### config.mk
export PLATFORM = sky130hd
export DESIGN_NAME = mux2_bus_arbiter
export DESIGN_NICKNAME = d
export VERILOG_FILES = /design/src/rtl/mux_ctrl_pkg.sv /design/src/rtl/mux_hold_cnt.sv /design/src/rtl/mux2_bus_arbiter.sv
export SDC_FILE = /design/constraint.sdc
export NUM_CORES = 1
export LEC_CHECK = 0
export CORE_MARGIN = 2
export CORE_UTILIZATION = 40
export CTS_CLUSTER_SIZE = 40
export DETAILED_ROUTE_END_ITERATION = 12
export GPL_TIMING_DRIVEN = 1
export HOLD_SLACK_MARGIN = 0.02
export PLACE_DENSITY = 0.59
export SETUP_SLACK_MARGIN = 0.02
export SLEW_MARGIN = 20
export SYNTH_ARGS = -nofsm -noshare
export SYNTH_HDL_FRONTEND = slang
export SYNTH_SLANG_ARGS = --single-unit
### constraint.sdc
create_clock -name clk -period 2.5 [get_ports clk]
set_input_delay 0.5 -clock clk [delete_from_list [all_inputs] [get_ports clk]]
set_output_delay 0.5 -clock clk [all_outputs]
set_load 0.03 [all_outputs]
### src/rtl/mux_ctrl_pkg.sv
// rtl/mux_ctrl_pkg.sv - shared types and mux select encoding for the 2:1 mux arbiter
package mux_ctrl_pkg;

    typedef enum logic [1:0] {
        IDLE  = 2'd0,
        OWN_A = 2'd1,
        OWN_B = 2'd2,
        TURN  = 2'd3
    } arb_state_t;

    typedef enum logic {
        SRC_A = 1'b0,
        SRC_B = 1'b1
    } src_t;

    localparam logic SEL_A = 1'b1;
    localparam logic SEL_B = 1'b0;

endpackage

### src/rtl/mux_hold_cnt.sv
// rtl/mux_hold_cnt.sv - saturating up-counter used for hold time and turnaround gap
module mux_hold_cnt #(
    parameter int MAX = 16,
    parameter int W   = $clog2(MAX + 1)
) (
    input  logic         clk,
    input  logic         rst,
    input  logic         clr,
    input  logic         inc,
    output logic [W-1:0] cnt,
    output logic         at_max
);

    always_ff @(posedge clk) begin
        if (rst || clr) begin
            cnt <= '0;
        end else if (inc && (cnt != W'(MAX))) begin
            cnt <= cnt + W'(1);
        end
    end

    assign at_max = (cnt == W'(MAX));

endmodule

### src/rtl/mux2_bus_arbiter.sv
// rtl/mux2_bus_arbiter.sv - round-robin owner sequencer for a shared tri-state 2:1 mux
module mux2_bus_arbiter
    import mux_ctrl_pkg::*;
#(
    parameter int MAX_HOLD = 16,
    parameter int TURN_CYC = 1,
    parameter int CNT_W    = $clog2(MAX_HOLD + 1)
) (
    input  logic clk,
    input  logic rst,
    input  logic req_a,
    input  logic req_b,
    input  logic done_a,
    input  logic done_b,
    output logic gnt_a,
    output logic gnt_b,
    output logic se,
    output logic en,
    output logic busy
);

    localparam int  TURN_MAX = (TURN_CYC > 0) ? TURN_CYC : 1;
    localparam int  TURN_W   = $clog2(TURN_MAX + 1);
    localparam bit  DIRECT   = (TURN_CYC == 0);

    arb_state_t        r_state;
    arb_state_t        w_next;
    src_t              r_last;
    src_t              r_tgt;
    logic [CNT_W-1:0]  w_hold_cnt;
    logic              w_hold_sat;
    logic [TURN_W-1:0] w_turn_cnt;
    logic              w_turn_sat;
    logic              w_owning;
    logic              w_hold_exp;
    logic              w_turn_exp;
    logic              w_rel_a;
    logic              w_rel_b;
    logic              w_tgt_req;
    logic              w_prev_req;

    assign w_owning   = (r_state == OWN_A) || (r_state == OWN_B);
    // Count reads MAX_HOLD-1 during the MAX_HOLD-th owned cycle; saturation covers late contention.
    assign w_hold_exp = (w_hold_cnt == CNT_W'(MAX_HOLD - 1)) || w_hold_sat;
    assign w_turn_exp = (w_turn_cnt == TURN_W'(TURN_MAX - 1)) || w_turn_sat;

    assign w_rel_a = (r_state == OWN_A) && (done_a || !req_a || (w_hold_exp && req_b));
    assign w_rel_b = (r_state == OWN_B) && (done_b || !req_b || (w_hold_exp && req_a));

    assign w_tgt_req  = (r_tgt == SRC_A) ? req_a : req_b;
    assign w_prev_req = (r_tgt == SRC_A) ? req_b : req_a;

    mux_hold_cnt #(.MAX(MAX_HOLD), .W(CNT_W)) u_hold_cnt (
        .clk    (clk),
        .rst    (rst),
        .clr    (!w_owning || w_rel_a || w_rel_b),
        .inc    (w_owning),
        .cnt    (w_hold_cnt),
        .at_max (w_hold_sat)
    );

    mux_hold_cnt #(.MAX(TURN_MAX), .W(TURN_W)) u_turn_cnt (
        .clk    (clk),
        .rst    (rst),
        .clr    (r_state != TURN),
        .inc    (r_state == TURN),
        .cnt    (w_turn_cnt),
        .at_max (w_turn_sat)
    );

    always_comb begin
        w_next = r_state;
        case (r_state)
            IDLE: begin
                if (req_a && req_b)  w_next = (r_last == SRC_B) ? OWN_A : OWN_B;
                else if (req_a)      w_next = OWN_A;
                else if (req_b)      w_next = OWN_B;
            end
            OWN_A: begin
                if (w_rel_a) w_next = req_b ? (DIRECT ? OWN_B : TURN) : IDLE;
            end
            OWN_B: begin
                if (w_rel_b) w_next = req_a ? (DIRECT ? OWN_A : TURN) : IDLE;
            end
            TURN: begin
                if (w_turn_exp) begin
                    if (w_tgt_req)       w_next = (r_tgt == SRC_A) ? OWN_A : OWN_B;
                    else if (w_prev_req) w_next = (r_tgt == SRC_A) ? OWN_B : OWN_A;
                    else                 w_next = IDLE;
                end
            end
            default: w_next = IDLE;
        endcase
    end

    always_ff @(posedge clk) begin
        if (rst) begin
            r_state <= IDLE;
            r_last  <= SRC_B;
            r_tgt   <= SRC_B;
            gnt_a   <= 1'b0;
            gnt_b   <= 1'b0;
            se      <= SEL_B;
            en      <= 1'b0;
            busy    <= 1'b0;
        end else begin
            r_state <= w_next;
            gnt_a   <= (w_next == OWN_A);
            gnt_b   <= (w_next == OWN_B);
            en      <= (w_next == OWN_A) || (w_next == OWN_B);
            busy    <= (w_next != IDLE);
            // se keeps its last value while the mux is disabled
            if (w_next == OWN_A)      se <= SEL_A;
            else if (w_next == OWN_B) se <= SEL_B;
            if (w_rel_a) begin
                r_last <= SRC_A;
                r_tgt  <= SRC_B;
            end else if (w_rel_b) begin
                r_last <= SRC_B;
                r_tgt  <= SRC_A;
            end
        end
    end

endmodule
==> results.json, run 1 <==
{
  "status": "finished, final reports clean",
  "post_drt_wl_per_cell_um": 12.4,
  "nNetsFinal": 134,
  "ir_worst_vdd_uv": 729,
  "worst_slack_ns": 0.155,
  "path_cells": "clkdlybuf4s50_1 > or3b_1 > o31a_1 > a211o_1 > buf_4 > o21a_1 > ha_1 > mux2i_1 > nor2_1",
  "drive_above_1_share": 0.161,
  "drv_cap": 0,
  "insertion_delay_ns": 0.29,
  "worstMarginPinSlew_ns": 0.468,
  "r2r_slack_ns": 0.23,
  "dp_slack_ns": -0.218,
  "fin_crit_sh": 0.938,
  "clk_path_buf_depth": 2,
  "syn_to_final_growth_pct": 29.3,
  "cts_hold_buf": 0,
  "drt-total-wl_mm": 1.79,
  "syn_avg_cell_area_sq_um": 8.85,
  "firstDrtPassIters": 4,
  "cts_sinks": 14,
  "grt.total_usage": 0.165,
  "drv_slew": 0,
  "cts_inserted_buffers": 3,
  "multi_input_area_sq_um": 520,
  "reg2regPathDepth": 10,
  "synth_cells": 95,
  "num-fill-cells": 181,
  "drtIter0Drc": 17,
  "syn_nets": 110,
  "grt_pass1_vias": 702,
  "r2r_start": "r_state[0]",
  "clock-skew-final_ns": 0.00542,
  "synth-seq-area-share": 0.333,
  "cp.required_ns": 2.68,
  "power.switching_uw": 483,
  "min_path_type": "reg -> reg",
  "port_buffers": 10,
  "seqPwrFrac": 0.250,
  "fin_tns_setup_ns": 0,
  "die_w_um": 49.8,
  "endpoint_kind": "register",
  "root_buffer": "clkbuf_4",
  "sw_frac_of_total": 0.390,
  "crit_start": "req_b",
  "clock.fmax_ghz": 0.426,
  "power.total_mw": 1.24,
  "intPower_uw": 754,
  "rsz0062_at_grt": "false",
  "die_area_sq_um": 2480,
  "grt-ovfl-total": 0,
  "p_leak_nw": 0.471,
  "yosys_register_bits": 14,
  "syn_area_sq_um": 841,
  "grt_max_degree": 10,
  "worstReg2RegEnd": "se",
  "core_sq_um": 1980,
  "route.vias.total": 736,
  "antenna_cells": 0,
  "critPathSlowestCell": "clkdlybuf4s50_1",
  "arrival_ns": 2.53,
  "gp_congestion": 0.842,
  "ios": 11,
  "powerDensity_nw_per_um2": 1140,
  "power_frac_comb": 0.612,
  "synth_cell_types": 34,
  "clk_pin_slew_ns": 0.09,
  "htree_levels": 1,
  "grt_pass1_wl_mm": 3.11,
  "postRouteAntennaNets": 0,
  "start_kind": "input port",
  "vias_per_cell": 5.08,
  "period_minus_slack_ns": 2.34,
  "dieHeight_um": 49.8,
  "final-seq-area_sq_um": 280,
  "rows": 16,
  "hold_viol_final": 0,
  "final_core_util": 0.549,
  "cts_tree": "built",
  "setup_viol": 0,
  "power_frac_clock": 0.137,
  "dp_hpwl_mm": 1.34,
  "grt_antenna_before_repair": 0,
  "crit_path_end": "se",
  "worstSetupPathType": "in -> reg",
  "cp_max_fo": 2,
  "cpPeakStageDelay_ns": 0.47,
  "start_util": 0.424,
  "yosysWarnings": 0,
  "drc": 0,
  "slew_headroom": 0.686
}
==> logic make-up (layout without fill, tap and decap cells) <==
group | count (synthesis) | after routing | share of synthesized area
buffers and inverters | 11 | 34 | 0.0536
DFF | 14 | 14 | 0.333
AOI/OAI and AO/OA | 25 | 25 | 0.208
muxes | 2 | 2 | 0.0238
adders and majority gates | 9 | 9 | 0.134
and+or+nand+nor | 30 | 30 | 0.205
xor gates and xnor gates | 4 | 4 | 0.0417
==> worst min-delay path by stage <==
stage,startpoint,endpoint,slack (ns),cells past startpoint
after floorplan,r_tgt,r_tgt,0.45,1
after global placement,se,se,0.48,2
after detailed placement,r_tgt,r_tgt,0.48,1
after CTS,r_tgt,r_tgt,0.51,1
after global routing,r_tgt,r_tgt,0.53,1
final,se,se,0.50,2
==> flip-flops by register name, indices dropped and copies added (netlist names) <==
| register | cells |
|---|---|
| busy | 1 |
| r_last | 1 |
| en | 1 |
| r_tgt | 1 |
| gnt_b | 1 |
| r_state | 2 |
| u_hold_cnt.cnt | 5 |
| gnt_a | 1 |
| se | 1 |
==> layer usage <==
layer / track usage / share of wire / up-vias
li1: - / - / 387
met2: 0.242 / 0.40 / 17
met3: 0.0364 / 0.044 / 3
met5: 0 / 0 / -
met4: 0.0694 / 0.015 / 0
met1: 0.233 / 0.54 / 329
==> power groups by stage <==
stage          logic [mW]  registers (mW)  clock network [mW]
5_1_grt             0.839           0.314               0.183
2_1_floorplan       0.397           0.386                   0
6_report            0.758           0.310               0.170
4_1_cts             0.753           0.309               0.176
3_3_place_gp        0.746           0.312                   0
3_5_place_dp        0.746           0.314                   0
==> Yosys cell counts <==
library cell / n / area (sq um)
a211o_1: 1 / 8.76
nand4bb_1: 1 / 11.3
and4b_1: 1 / 10.0
clkbuf_1: 1 / 3.75
nor2_1: 4 / 15.0
dfxtp_1: 14 / 280
or3b_1: 1 / 8.76
a211oi_1: 2 / 15.0
a31o_2: 2 / 17.5
xor2_1: 3 / 26.3
nand4_1: 2 / 12.5
o211a_1: 2 / 20.0
nor2b_1: 5 / 31.3
o21a_1: 2 / 15.0
o21ai_0: 4 / 20.0
a21oi_1: 4 / 20.0
a21o_1: 3 / 22.5
nand2_1: 6 / 22.5
a31oi_1: 1 / 6.26
mux2i_1: 2 / 20.0
o21ai_1: 1 / 5.00
ha_1: 9 / 113
and4bb_2: 1 / 12.5
buf_4: 1 / 7.51
inv_1: 9 / 33.8
nand2b_1: 1 / 6.26
nor3_1: 5 / 25.0
and3_1: 1 / 6.26
a22oi_1: 1 / 7.51
and2_1: 1 / 6.26
nand3_1: 1 / 5.00
xnor2_1: 1 / 8.76
o31a_1: 1 / 8.76
a32oi_1: 1 / 8.76
==> critical path: cells and delay by family <==
family          cells  cell delay, ns
fa+ha+maj           1            0.20
simple gates        2            0.40
compound gates      3            0.69
mux                 1            0.13
buf+inv             2            0.61
==> area by class of cell <==
class	count	share of cell area
timing repair buffer	21	0.168
sequential	14	0.258
clock buffer	4	0.0334
inverter	9	0.0311
multi-input combinational	70	0.479
tap	27	0.0311
==> metrics by stage <==
step | hold WS (ns) | cell area (sq um) | instances
floorplan | 0.450 | 841 | 95
CTS | 0.508 | 1080 | 145
global route | 0.531 | 1090 | 145
finish | 0.504 | 1090 | 145
global placement | 0.482 | 1050 | 141
detailed placement | 0.485 | 1050 | 141
==> repair_timing <==
item / in CTS / in global routing
setup buffers: 0 / 0
resized for setup: 0 / 3
setup endpoints to repair: 0 / 3
==> placed cells by master (no fill, tap or decap), types with 2 or more instances in the layout <==
cell	count
a21o_1	3
a21oi_1	4
a31o_2	2
buf_4	11
clkbuf_4	3
clkdlybuf4s50_1	10
dfxtp_1	14
ha_1	9
inv_1	9
mux2i_1	2
nand2_1	6
nand4_1	2
nor2_1	4
nor2b_1	5
nor3_1	5
o211a_1	2
o21a_1	2
o21ai_0	2
o21ai_1	3
xor2_1	3
No activity file was read; power rests on OpenSTA's default activity.
==> inputs of run 2 (changes only) <==
Settings changed: CAP_MARGIN set to 20.
==> results of run 2 <==
No change in the layout: final DEF, timing and power equal those of run 1.
